===== src/rtl/synth_pkg.sv =====
// synth_pkg: shared state encoding, note width, rest code and tempo helper
// for the step sequencer.
package synth_pkg;
   localparam int NOTE_W = 7;
   localparam logic [NOTE_W-1:0] REST = '0;
   localparam logic [1:0] ST_IDLE     = 2'd0;
   localparam logic [1:0] ST_NOTE_ON  = 2'd1;
   localparam logic [1:0] ST_NOTE_OFF = 2'd2;
   // NOTE_ON length in ticks: tempo 0 behaves as 1, and at least one tick always
   function automatic logic [7:0] on_ticks(input logic [7:0] t);
      return (t < 8'd3) ? 8'd1 : t - 8'd1;
   endfunction
endpackage


===== src/rtl/tick_prescaler.sv =====
// tick_prescaler: counts 0..TICK_DIV-1 while enabled and pulses tick on the wrap.
module tick_prescaler #(
   parameter int TICK_DIV = 500000
) (
   input  logic CLK_50_MHz,
   input  logic reset,
   input  logic clear,
   input  logic enable,
   output logic tick
);
   localparam int W = TICK_DIV > 1 ? $clog2(TICK_DIV) : 1;
   logic [W-1:0] cnt;
   assign tick = enable && cnt == W'(TICK_DIV - 1);
   always_ff @(posedge CLK_50_MHz or posedge reset)
      if (reset) cnt <= '0;
      else if (clear) cnt <= '0;
      else if (enable) cnt <= tick ? '0 : cnt + 1'b1;
endmodule


===== src/rtl/step_sequencer_ctrl.sv =====
// step_sequencer_ctrl: pattern RAM plus NOTE_ON/NOTE_OFF step player.
// Define STEP_SEQ_LOOP_EN to wrap from the last step back to step 0.
module step_sequencer_ctrl
   import synth_pkg::*;
#(
   parameter int TICK_DIV  = 500000,
   parameter int NUM_STEPS = 16
) (
   input  logic                         CLK_50_MHz,
   input  logic                         reset,
   input  logic                         start,
   input  logic                         stop,
   input  logic [7:0]                   tempo_ticks,
   input  logic                         wr_en,
   input  logic [$clog2(NUM_STEPS)-1:0] wr_addr,
   input  logic [NOTE_W-1:0]            wr_note,
   output logic [NOTE_W-1:0]            note,
   output logic                         gate,
   output logic [$clog2(NUM_STEPS)-1:0] step_idx,
   output logic                         busy,
   output logic                         tick
);
   localparam int AW = $clog2(NUM_STEPS);
`ifdef STEP_SEQ_LOOP_EN
   localparam logic LOOP = 1'b1;
`else
   localparam logic LOOP = 1'b0;
`endif
   logic [1:0]        state;
   logic [7:0]        on_len;
   logic [7:0]        tcnt;
   logic [NOTE_W-1:0] ram [NUM_STEPS];
   logic              go;
   logic              last;
   logic [AW-1:0]     next_idx;
   assign go       = start && !stop && state == ST_IDLE;
   assign last     = step_idx == AW'(NUM_STEPS - 1);
   assign next_idx = step_idx + 1'b1;
   assign busy     = state != ST_IDLE;
   assign gate     = state == ST_NOTE_ON && note != REST;
   tick_prescaler #(.TICK_DIV(TICK_DIV)) u_pre (
      .CLK_50_MHz(CLK_50_MHz),
      .reset     (reset),
      .clear     (go),
      .enable    (busy),
      .tick      (tick)
   );
   // RAM is read only when a step loads, so writes to the playing step wait for its next load
   always_ff @(posedge CLK_50_MHz or posedge reset)
      if (reset) begin
         state    <= ST_IDLE;
         note     <= REST;
         step_idx <= '0;
         on_len   <= 8'd1;
         tcnt     <= '0;
         for (int i = 0; i < NUM_STEPS; i++) ram[i] <= REST;
      end else begin
         if (wr_en) ram[wr_addr] <= wr_note;
         if (state == ST_IDLE) begin
            if (go) begin
               state    <= ST_NOTE_ON;
               step_idx <= '0;
               note     <= ram[0];
               on_len   <= on_ticks(tempo_ticks);
               tcnt     <= '0;
            end
         end else if (stop) state <= ST_IDLE;
         else if (tick) begin
            if (state == ST_NOTE_ON) begin
               if (tcnt == on_len - 8'd1) begin
                  state <= ST_NOTE_OFF;
                  tcnt  <= '0;
               end else tcnt <= tcnt + 8'd1;
            end else if (last && !LOOP) state <= ST_IDLE;
            else begin
               state    <= ST_NOTE_ON;
               step_idx <= next_idx;
               note     <= ram[next_idx];
               on_len   <= on_ticks(tempo_ticks);
               tcnt     <= '0;
            end
         end
      end
endmodule


===== config.mk =====
export PLATFORM = sky130hd
export DESIGN_NAME = step_sequencer_ctrl
export DESIGN_NICKNAME = d
export VERILOG_FILES = /design/src/rtl/synth_pkg.sv /design/src/rtl/tick_prescaler.sv /design/src/rtl/step_sequencer_ctrl.sv
export SDC_FILE = /design/constraint.sdc
export NUM_CORES = 1
export LEC_CHECK = 0
export BUFFER_PORTS_ARGS = -buffer_cell sky130_fd_sc_hd__buf_2
export CAP_MARGIN = 20
export CORE_AREA = 4 4 139 141
export CTS_BUF_LIST = sky130_fd_sc_hd__clkbuf_4 sky130_fd_sc_hd__clkbuf_8
export DETAILED_ROUTE_END_ITERATION = 10
export DIE_AREA = 0 0 143 145
export SLEW_MARGIN = 20
export SYNTH_ARGS = -nofsm -noshare
export SYNTH_HDL_FRONTEND = slang
export SYNTH_HIERARCHICAL = 1
export SYNTH_SLANG_ARGS = --single-unit

===== constraint.sdc =====
create_clock -name CLK_50_MHz -period 3.9 [get_ports CLK_50_MHz]
set_input_delay 0.195 -clock CLK_50_MHz [delete_from_list [all_inputs] [get_ports CLK_50_MHz]]
set_output_delay 0.195 -clock CLK_50_MHz [all_outputs]
set_load 0.01 [all_outputs]

* After elaboration in Yosys (flattened, before gate mapping) *
Index checks and enable logic that the tools add are counted.

word-level totals
  output and inout port bits = 14
  latch bits = 0
  memory bits (read-only) = 0
  register bits after elaboration = 160
  input port bits = 24
  memories = 0
  logic and storage cells = 100
  RAM bits = 0

cells by class
  shift-type cells = 0
  multiply operators = 0
  divide/modulo/power cells = 0
  reduce and logical (&&, ||, !) cells = 15
  mux-type cells = 42
  add/subtract/negate cells = 5
  bitwise gates (word level) = 2
  $lt $le $gt $ge = 4
  equal/unequal tests = 10

operators with widths
  operator                                                  count
  bitwise mux 112 bit                                       1
  two-way mux 8 bit                                         14
  two-way mux 7 bit                                         9
  two-way mux 19 bit                                        3
  binary-select mux 7 bit (select 4 bit)                    1
  demux 7 bit (select 4 bit)                                1
  two-way mux 4 bit                                         6
  adder 19 x 1 -> 19 bit, second input constant             1
  equality test 19 bit, second input constant               1
  subtractor 8 x 1 -> 8 bit, second input constant          2
  two-way mux 2 bit                                         6
  greater-or-equal comparator 5 bit, second input constant  2
  NOT 4 -> 5 bit                                            2
  adder 8 x 1 -> 8 bit, second input constant               1
  equality test 8 bit                                       1
  < comparator 8 x 2 -> 1 bit, second input constant        1
  nonzero test 7 bit                                        1
  nonzero test 2 bit                                        3
  logical AND 1 bit                                         5
  < comparator 5 x 1 -> 1 bit, second input constant        1
  AND reduction 5 bit                                       1
  adder 4 x 1 -> 4 bit, second input constant               1
  equality test 4 bit, second input constant                1
  != test 2 x 1 -> 1 bit, second input constant             2
  10 further kinds                                          11

* Longest topological paths before layout *
Gate-level depths: netlist of run 1.

  depth after elaboration = 10
  gate-level depth with buffers = 12
  gate-level depth less buffers = 10

* Cells and area by module *
Netlist of run 1, hierarchy kept.

by module, submodules not included
  module               sequential area each (sq um)  cells each  times used  area each (sq um)
  step_sequencer_ctrl  3529.6                        517         1           6901.6
  tick_prescaler       475.5                         120         1           1071.0

* Worst setup path after synthesis of run 1 *
OpenSTA, ideal clock, no wires.

  kind = flip-flop to flip-flop
  start point = register state[1]
  end point = register on_len[2]
  required time = 3.817 ns
  clock period less this slack = 2.428 ns
  arrival time = 2.345 ns
  setup time = 0.083 ns
  cell stages (with the launch flop) = 12
  path buffers = 2
  path slack = 1.472 ns
  path through = dfrtp_1 nor2_1 clkinv_1 clkbuf_1 nand4_1 nor2_1 nand2_1 nand2_1 and2_1 clkbuf_1 o31ai_1 o21ai_0

between the ends
  longest elaborated chain between the ends = 4
  elaborated cells between the ends (all ways) = 12
  classes of those cells = eq/ne: 5; mux: 1; reduce/logical: 6

RTL lines
  what                                  RTL line                   RTL
  start, declared                       step_sequencer_ctrl.sv:29  logic [1:0] state;
  start signal, assigned                step_sequencer_ctrl.sv:51  state <= ST_IDLE;
  start signal, assigned                step_sequencer_ctrl.sv:61  state <= ST_NOTE_ON;
  start signal, assigned                step_sequencer_ctrl.sv:67  end else if (stop) state <= ST_IDLE;
  nonzero test 2 bit                    step_sequencer_ctrl.sv:39  assign busy = state != ST_IDLE;
  named net busy                        step_sequencer_ctrl.sv:20  output logic busy,
  logical AND 1 bit                     tick_prescaler.sv:13       assign tick = enable && cnt == W'(TICK_DIV - 1);
  named net tick                        step_sequencer_ctrl.sv:21  output logic tick
  nonzero test 2 bit (no source line)   -
  AND reduction 5 bit (no source line)  -
  end signal, assigned                  step_sequencer_ctrl.sv:64  on_len <= on_ticks(tempo_ticks);
  end signal, assigned                  step_sequencer_ctrl.sv:79  on_len <= on_ticks(tempo_ticks);
  end, declared                         step_sequencer_ctrl.sv:30  logic [7:0] on_len;

The timed path passes the listed nets, and every way through them passes these cells.
A chain may end at the register's enable or synchronous reset.

* Worst setup path after layout of run 1 *
  start point = register u_pre.cnt[5]
  end point = register note[3]

between the ends
  longest elaborated chain between the ends = 4

RTL lines
  what                                  RTL line                   RTL
  start, declared                       tick_prescaler.sv:12       logic [W-1:0] cnt;
  start signal, assigned                tick_prescaler.sv:17       else if (enable) cnt <= tick ? '0 : cnt + 1'b1;
  equality test 19 bit                  tick_prescaler.sv:13
  logical AND 1 bit                     tick_prescaler.sv:13
  nonzero test 2 bit (no source line)   -
  AND reduction 5 bit (no source line)  -
  end signal, assigned                  step_sequencer_ctrl.sv:63  note <= ram[0];
  end signal, assigned                  step_sequencer_ctrl.sv:78  note <= ram[next_idx];
  end, declared                         step_sequencer_ctrl.sv:17  output logic [NOTE_W-1:0] note,

No other way between the ends.

==> results.py, run 1 <==
metrics = {
    "power": {
        "leakage_nw": 3.70,
        "powerDensity_nw_per_um2": 541,
        "fin_total_pwr_mw": 4.77,
        "max-vdd-ir-drop_uv": 285,
    },
    "clocking": {
        "cts_buffer_depth": 2,
        "cts.repair.resized": 0,
        "cts_made_buffers": 17,
        "h-tree-depth": 4,
        "cts_tree": "built",
        "clk_pin_slew_ns": 0.09,
        "clk_latency_ns": 0.46,
        "cts_sinks": 160,
        "cts-root-buf": "clkbuf_8",
    },
    "worst_setup_path": {
        "r2r_end": "note[3]",
        "cp_slowest_cell": "dfrtp_1",
        "crit_arrival_ns": 3.02,
        "r2r_cells": 8,
        "end_kind": "flop",
        "cp_common_cell": "nand2_1",
        "cp_slowest_stage_delay_ns": 0.47,
        "crit_required_ns": 4.25,
        "crit_start": "u_pre/cnt[5]",
        "rr_startpoint": "u_pre/cnt[5]",
        "worstSetupPathType": "reg -> reg",
        "crit_chain": "nor4_1, nand4_1, nor2_1, nand2_1, nand2_1, nand2_1, a21oi_1, a21oi_1",
        "cp-endpoint": "note[3]",
        "ff2ff_setup_slack_ns": 1.22,
        "cp_max_fo": 23,
        "cp-start-kind": "flop",
    },
    "sta": {
        "slew_viol_final": 0,
        "min_period_ns": 2.68,
        "skew_ns": 0.0123,
        "worst_pin_slew_ns": 0.981,
        "finalHoldViolations": 0,
        "setup_ws_ns": 1.22,
        "tns_ns": 0,
        "fin_crit_sh": 0.686,
        "rsz0062_at_grt": "no",
        "max_slew_margin": 0.341,
        "setup_viol": 0,
        "max_freq_mhz": 374,
    },
    "final_layout": {
        "fillers": 1583,
        "num-nets-final": 704,
        "drive_gt1_frac": 0.361,
        "instances_no_fill": 916,
        "stdcell_area_sq_um": 8820,
        "area_delta_synth_final_pct": 10.7,
        "layout_commonest_cell": "dfrtp_1",
        "n_antenna_cell": 0,
        "mostFrequentLayoutCells": "dfrtp_1, mux2_2, nand2_1",
    },
    "grt": {
        "grt_first_pass_wirelength_mm": 29.7,
        "antenna_found_initial": 0,
        "grt_max_degree": 46,
        "grt.total_usage": 0.183,
        "grt_pass1_vias": 5304,
        "overflow": 0,
    },
    "die": {
        "die_y_um": 145,
        "num_io_pins": 38,
        "die-area_sq_um": 20700,
        "core_area_sq_um": 18000,
        "die_x_um": 143,
        "rows": 49,
        "start_util": 0.444,
    },
    "placement": {
        "place.gp.congestion": 0.815,
        "place_ws_ns": 1.29,
        "portBuffers": 37,
        "post-place-cells": 882,
        "dp_hpwl_mm": 13.0,
        "post_dp_cell_area_sq_um": 8390,
    },
    "logic_synthesis": {
        "async_reset_ff_frac": 1.00,
        "ys_seq_area_frac": 0.502,
        "syn_nets": 667,
        "synthFlopType": "dfrtp_1",
        "synth_seq_cells": 160,
        "synth_edf_count": 0,
        "synth_warnings": 6,
        "netlist-cell-type-count": 60,
        "synthCells": 637,
        "syn_area_sq_um": 7970,
        "syn_area_per_cell_sq_um": 12.5,
    },
    "worst_hold_path": {
        "hp-class": "in -> reg",
    },
    "detailed_routing": {
        "wl_per_cell_um": 19.9,
        "ant_nets": 0,
        "drc": 0,
        "routed_via_density": 5.68,
        "via_count": 5199,
        "first_pass_iters": 5,
        "wl_mm": 18.2,
        "drtIter0Drc": 282,
    },
    "job": {
        "cap_violations": 0,
    },
    "outcome": {
        "outcome": "completed",
    },
}
==> Yosys cell counts, types with 2 or more instances <==
| cell | count | share of area |
|---|---|---|
| and2b_2 | 2 | 0.0022 |
| and2_1 | 3 | 0.0024 |
| o211ai_1 | 2 | 0.0019 |
| o31ai_1 | 7 | 0.0066 |
| inv_1 | 13 | 0.0061 |
| dfrtp_1 | 159 | 0.50 |
| nor4b_1 | 2 | 0.0022 |
| xnor2_1 | 21 | 0.023 |
| nor3_1 | 10 | 0.0063 |
| or3_1 | 6 | 0.0047 |
| buf_1 | 2 | 0.00094 |
| ha_1 | 6 | 0.0094 |
| or2_2 | 2 | 0.0016 |
| nor2b_1 | 3 | 0.0024 |
| o21bai_1 | 4 | 0.0038 |
| nand3_1 | 12 | 0.0075 |
| nand2_1 | 50 | 0.024 |
| clkbuf_1 | 21 | 0.0099 |
| mux2i_1 | 3 | 0.0038 |
| nand3b_1 | 6 | 0.0056 |
| nor2_1 | 48 | 0.023 |
| buf_2 | 6 | 0.0038 |
| a21o_1 | 2 | 0.0019 |
| mux2_2 | 113 | 0.16 |
| o21ai_0 | 15 | 0.0094 |
| nand2b_1 | 7 | 0.0055 |
| mux4_2 | 35 | 0.099 |
| nand4_1 | 8 | 0.0063 |
| xor2_1 | 7 | 0.0077 |
| a21oi_1 | 22 | 0.014 |
| nor3_2 | 2 | 0.0025 |
| nor4_1 | 10 | 0.0078 |
==> worst max-delay path, delay by kind of cell, from the launching register on <==
family / cells / cell delay [ns]
and+or+nand+nor: 6 / 1.64
AOI/OAI and AO/OA: 2 / 0.44
DFF: 1 / 0.47
==> routing by layer <==
metal  vias up  part of all wire  global-route usage
li1       2395                 -                   -
met1      2694              0.48               0.270
met2        98              0.47               0.276
met3        12             0.039              0.0424
met4         0             0.011              0.0437
met5         -                 0                   0
==> state kept, by name, indices dropped and copies added, names as in the netlist <==
signal     count
tcnt           8
ram          112
step_idx       4
note           7
u_pre/cnt     19
state          2
on_len         8
==> final cells by class <==
| type | instances | area [sq um] | area share |
|---|---|---|---|
| clock inverters | 12 | 149 | 0.0169 |
| inverters | 14 | 56.3 | 0.00638 |
| repair buffers | 49 | 280 | 0.0318 |
| multi-input cells | 432 | 3780 | 0.428 |
| well taps | 229 | 287 | 0.0325 |
| clock buffers | 20 | 269 | 0.0305 |
| flip-flops and latches | 160 | 4010 | 0.454 |
==> kinds of logic (layout without fill, tap and decap cells) <==
logic type                 Yosys count  after routing  synth area share
xor gates and xnor gates            29             29            0.0328
and+or+nand+nor                    181            181             0.116
adders and majority gates            6              6           0.00942
muxes                              151            151             0.262
DFF                                160            160             0.502
AOI/OAI and AO/OA                   65             65            0.0534
buffers and inverters               45             95            0.0239
==> metrics by stage <==
stage / util / hold WS, ns
finish: 0.491 / 0.0632
global route: 0.491 / 0.0467
CTS: 0.491 / 0.0336
detailed placement: 0.467 / 0.401
global placement: 0.467 / 0.370
floorplan: - / 0.146
==> power breakdown <==
group,internal (mW),total (mW),switching (mW)
clock network,0.629,1.30,0.669
logic,0.679,1.19,0.508
registers,2.01,2.29,0.281
==> worst min path at each step <==
stage | from | cells past startpoint | end
after floorplan | reset | 1 | u_pre/cnt[0]
after global placement | reset | 2 | u_pre/cnt[17]
after detailed placement | reset | 2 | u_pre/cnt[16]
after CTS | tempo_ticks[6] | 3 | on_len[6]
after global routing | tempo_ticks[4] | 3 | on_len[4]
final | tempo_ticks[6] | 3 | on_len[6]
==> timing repair <==
action                                 in CTS  in global routing
setup buffers                               0                  0
setup endpoints to repair                   0                  0
hold buffers                                2                  0
endpoints found under the hold margin      57                  0
Power figures use the tool's default switching activity.
==> run 2: changes to the inputs <==
Clock period 3.9 ns to 2.6 ns, I/O delays scaled along.
==> run 2 against run 1 <==
  * Core utilization up 0.55 points
  * Combinational power is 56% higher
  * Non-clock buffer count grew 9
  * Sequential share of layout area is 0.50 points lower
  * Final area is 1.1% higher
  * Sequential power is 48% higher
  * Critical path depth rose by 1
  * Final cell count is 0.98% higher
  * Sequential cell count unchanged
  * Worst hold slack got worse by 0.027 ns
  * Maximum frequency increased by 16%
  * First-iteration DRC count stayed put
  * Critical path type unchanged
  * Largest power group unchanged
==> results.py, run 2 (same netlist as run 1, synthesis figures left out) <==
metrics = {
    "sta": {
        "min_period_ns": 2.30,
        "fin_crit_sh": 0.885,
        "holdWs_ns": 0.0357,
        "setup_ws_ns": 0.300,
        "finalHoldViolations": 0,
        "tns_ns": 0,
        "max_slew_margin": 0.461,
        "rsz0062_at_grt": "no",
        "setup_viol": 0,
        "worst_pin_slew_ns": 0.805,
        "skew_ns": 0.0120,
        "slew_viol_final": 0,
        "max_freq_mhz": 435,
    },
    "detailed_routing": {
        "ant_nets": 0,
        "wl_per_cell_um": 18.9,
        "via_count": 5228,
        "drc": 0,
        "first_pass_iters": 5,
        "drtIter0Drc": 282,
        "routed_via_density": 5.65,
        "wl_mm": 17.5,
    },
    "clocking": {
        "h-tree-depth": 4,
        "cts_tree": "built",
        "cts_buffer_depth": 2,
        "postCtsSetupBuffers": 0,
        "cts_sinks": 160,
        "cts-root-buf": "clkbuf_8",
        "clk_latency_ns": 0.46,
        "clk_pin_slew_ns": 0.08,
        "cts_made_buffers": 17,
    },
    "die": {
        "die_x_um": 143,
        "num_io_pins": 38,
        "die-area_sq_um": 20700,
        "die_y_um": 145,
        "core_area_sq_um": 18000,
        "rows": 49,
        "start_util": 0.444,
    },
    "final_layout": {
        "drive_gt1_frac": 0.366,
        "fillers": 1550,
        "mostFrequentLayoutCells": "dfrtp_1, mux2_2, nand2_1",
        "layout_commonest_cell": "dfrtp_1",
        "num-nets-final": 713,
        "reg_top3": "ram (112), u_pre/cnt (19)",
        "instances_no_fill": 925,
        "largest_reg_flops": 112,
        "n_antenna_cell": 0,
        "max_flop_register": "ram",
        "stdcell_area_sq_um": 8920,
        "area_delta_synth_final_pct": 11.9,
        "utilization": 0.497,
    },
    "placement": {
        "place_ws_ns": 0.280,
        "post_dp_cell_area_sq_um": 8460,
        "dp_hpwl_mm": 12.4,
        "post-place-cells": 887,
        "portBuffers": 37,
        "place.gp.congestion": 0.811,
    },
    "outcome": {
        "outcome": "completed",
    },
    "worst_setup_path": {
        "end_kind": "flop",
        "cp_max_fo": 8,
        "cp-start-kind": "flop",
        "crit_required_ns": 2.94,
        "worstSetupPathType": "reg -> reg",
        "crit_arrival_ns": 2.64,
    },
    "grt": {
        "grt_pass1_vias": 5474,
        "grt_first_pass_wirelength_mm": 29.7,
        "antenna_found_initial": 0,
        "overflow": 0,
        "grt_max_degree": 81,
        "grt.total_usage": 0.182,
    },
    "power": {
        "leakage_nw": 3.74,
        "max-vdd-ir-drop_uv": 433,
        "powerDensity_nw_per_um2": 790,
        "fin_total_pwr_mw": 7.05,
    },
    "job": {
        "cap_violations": 0,
    },
    "worst_hold_path": {
        "hp-class": "in -> reg",
    },
}
-- run 2: report_power, final --
group,switching (mW),internal [mW],leakage [nW]
clock network,0.930,0.878,0.203
logic,0.809,1.05,1.55
registers,0.377,3.01,1.99
-- run 2: cell type report --
type | instances | area, sq um | area share
well taps | 229 | 287 | 0.0321
flip-flops and latches | 160 | 4010 | 0.449
inverters | 14 | 56.3 | 0.00631
multi-input cells | 432 | 3780 | 0.424
clock inverters | 10 | 100 | 0.0112
clock buffers | 22 | 297 | 0.0332
repair buffers | 58 | 395 | 0.0443
-- run 2: timing repair --
item                                    CTS  global route
hold buffers                              6             0
endpoints found under the setup margin    0            10
gates resized for setup                   0             2
endpoints found under the hold margin    49             0
-- run 2: routing by layer --
metal	wire, um	global-route usage	up-vias
li1	-	-	2409
met5	0	0	-
met2	8830	0.295	100
met1	7880	0.247	2708
met3	662	0.0411	11
met4	136	0.0461	0
-- run 2: path summary, 6_finish.rpt --
kind	slack, ns	depth (start not counted)	to	startpoint
setup / recovery	0.30	9	tcnt[0]	on_len[0]
hold / removal	0.04	3	on_len[7]	tempo_ticks[7]
setup reg to reg	0.30	9	tcnt[0]	on_len[0]
hold reg to reg	0.51	2	on_len[7]	on_len[7]
max in group asynchronous	1.48	4	ram[31]	reset
min in group asynchronous	0.31	3	state[1]	reset
-- run 2: critical path: stages (launching register included) --
cell and delay, ns:
dfstp_2 0.59, inv_1 0.07, ha_1 0.20, buf_4 0.16, xor2_1 0.14, o211ai_1 0.22, o2111ai_2 0.19, o21ai_4 0.26
nor2_1 0.11, mux2_2 0.27
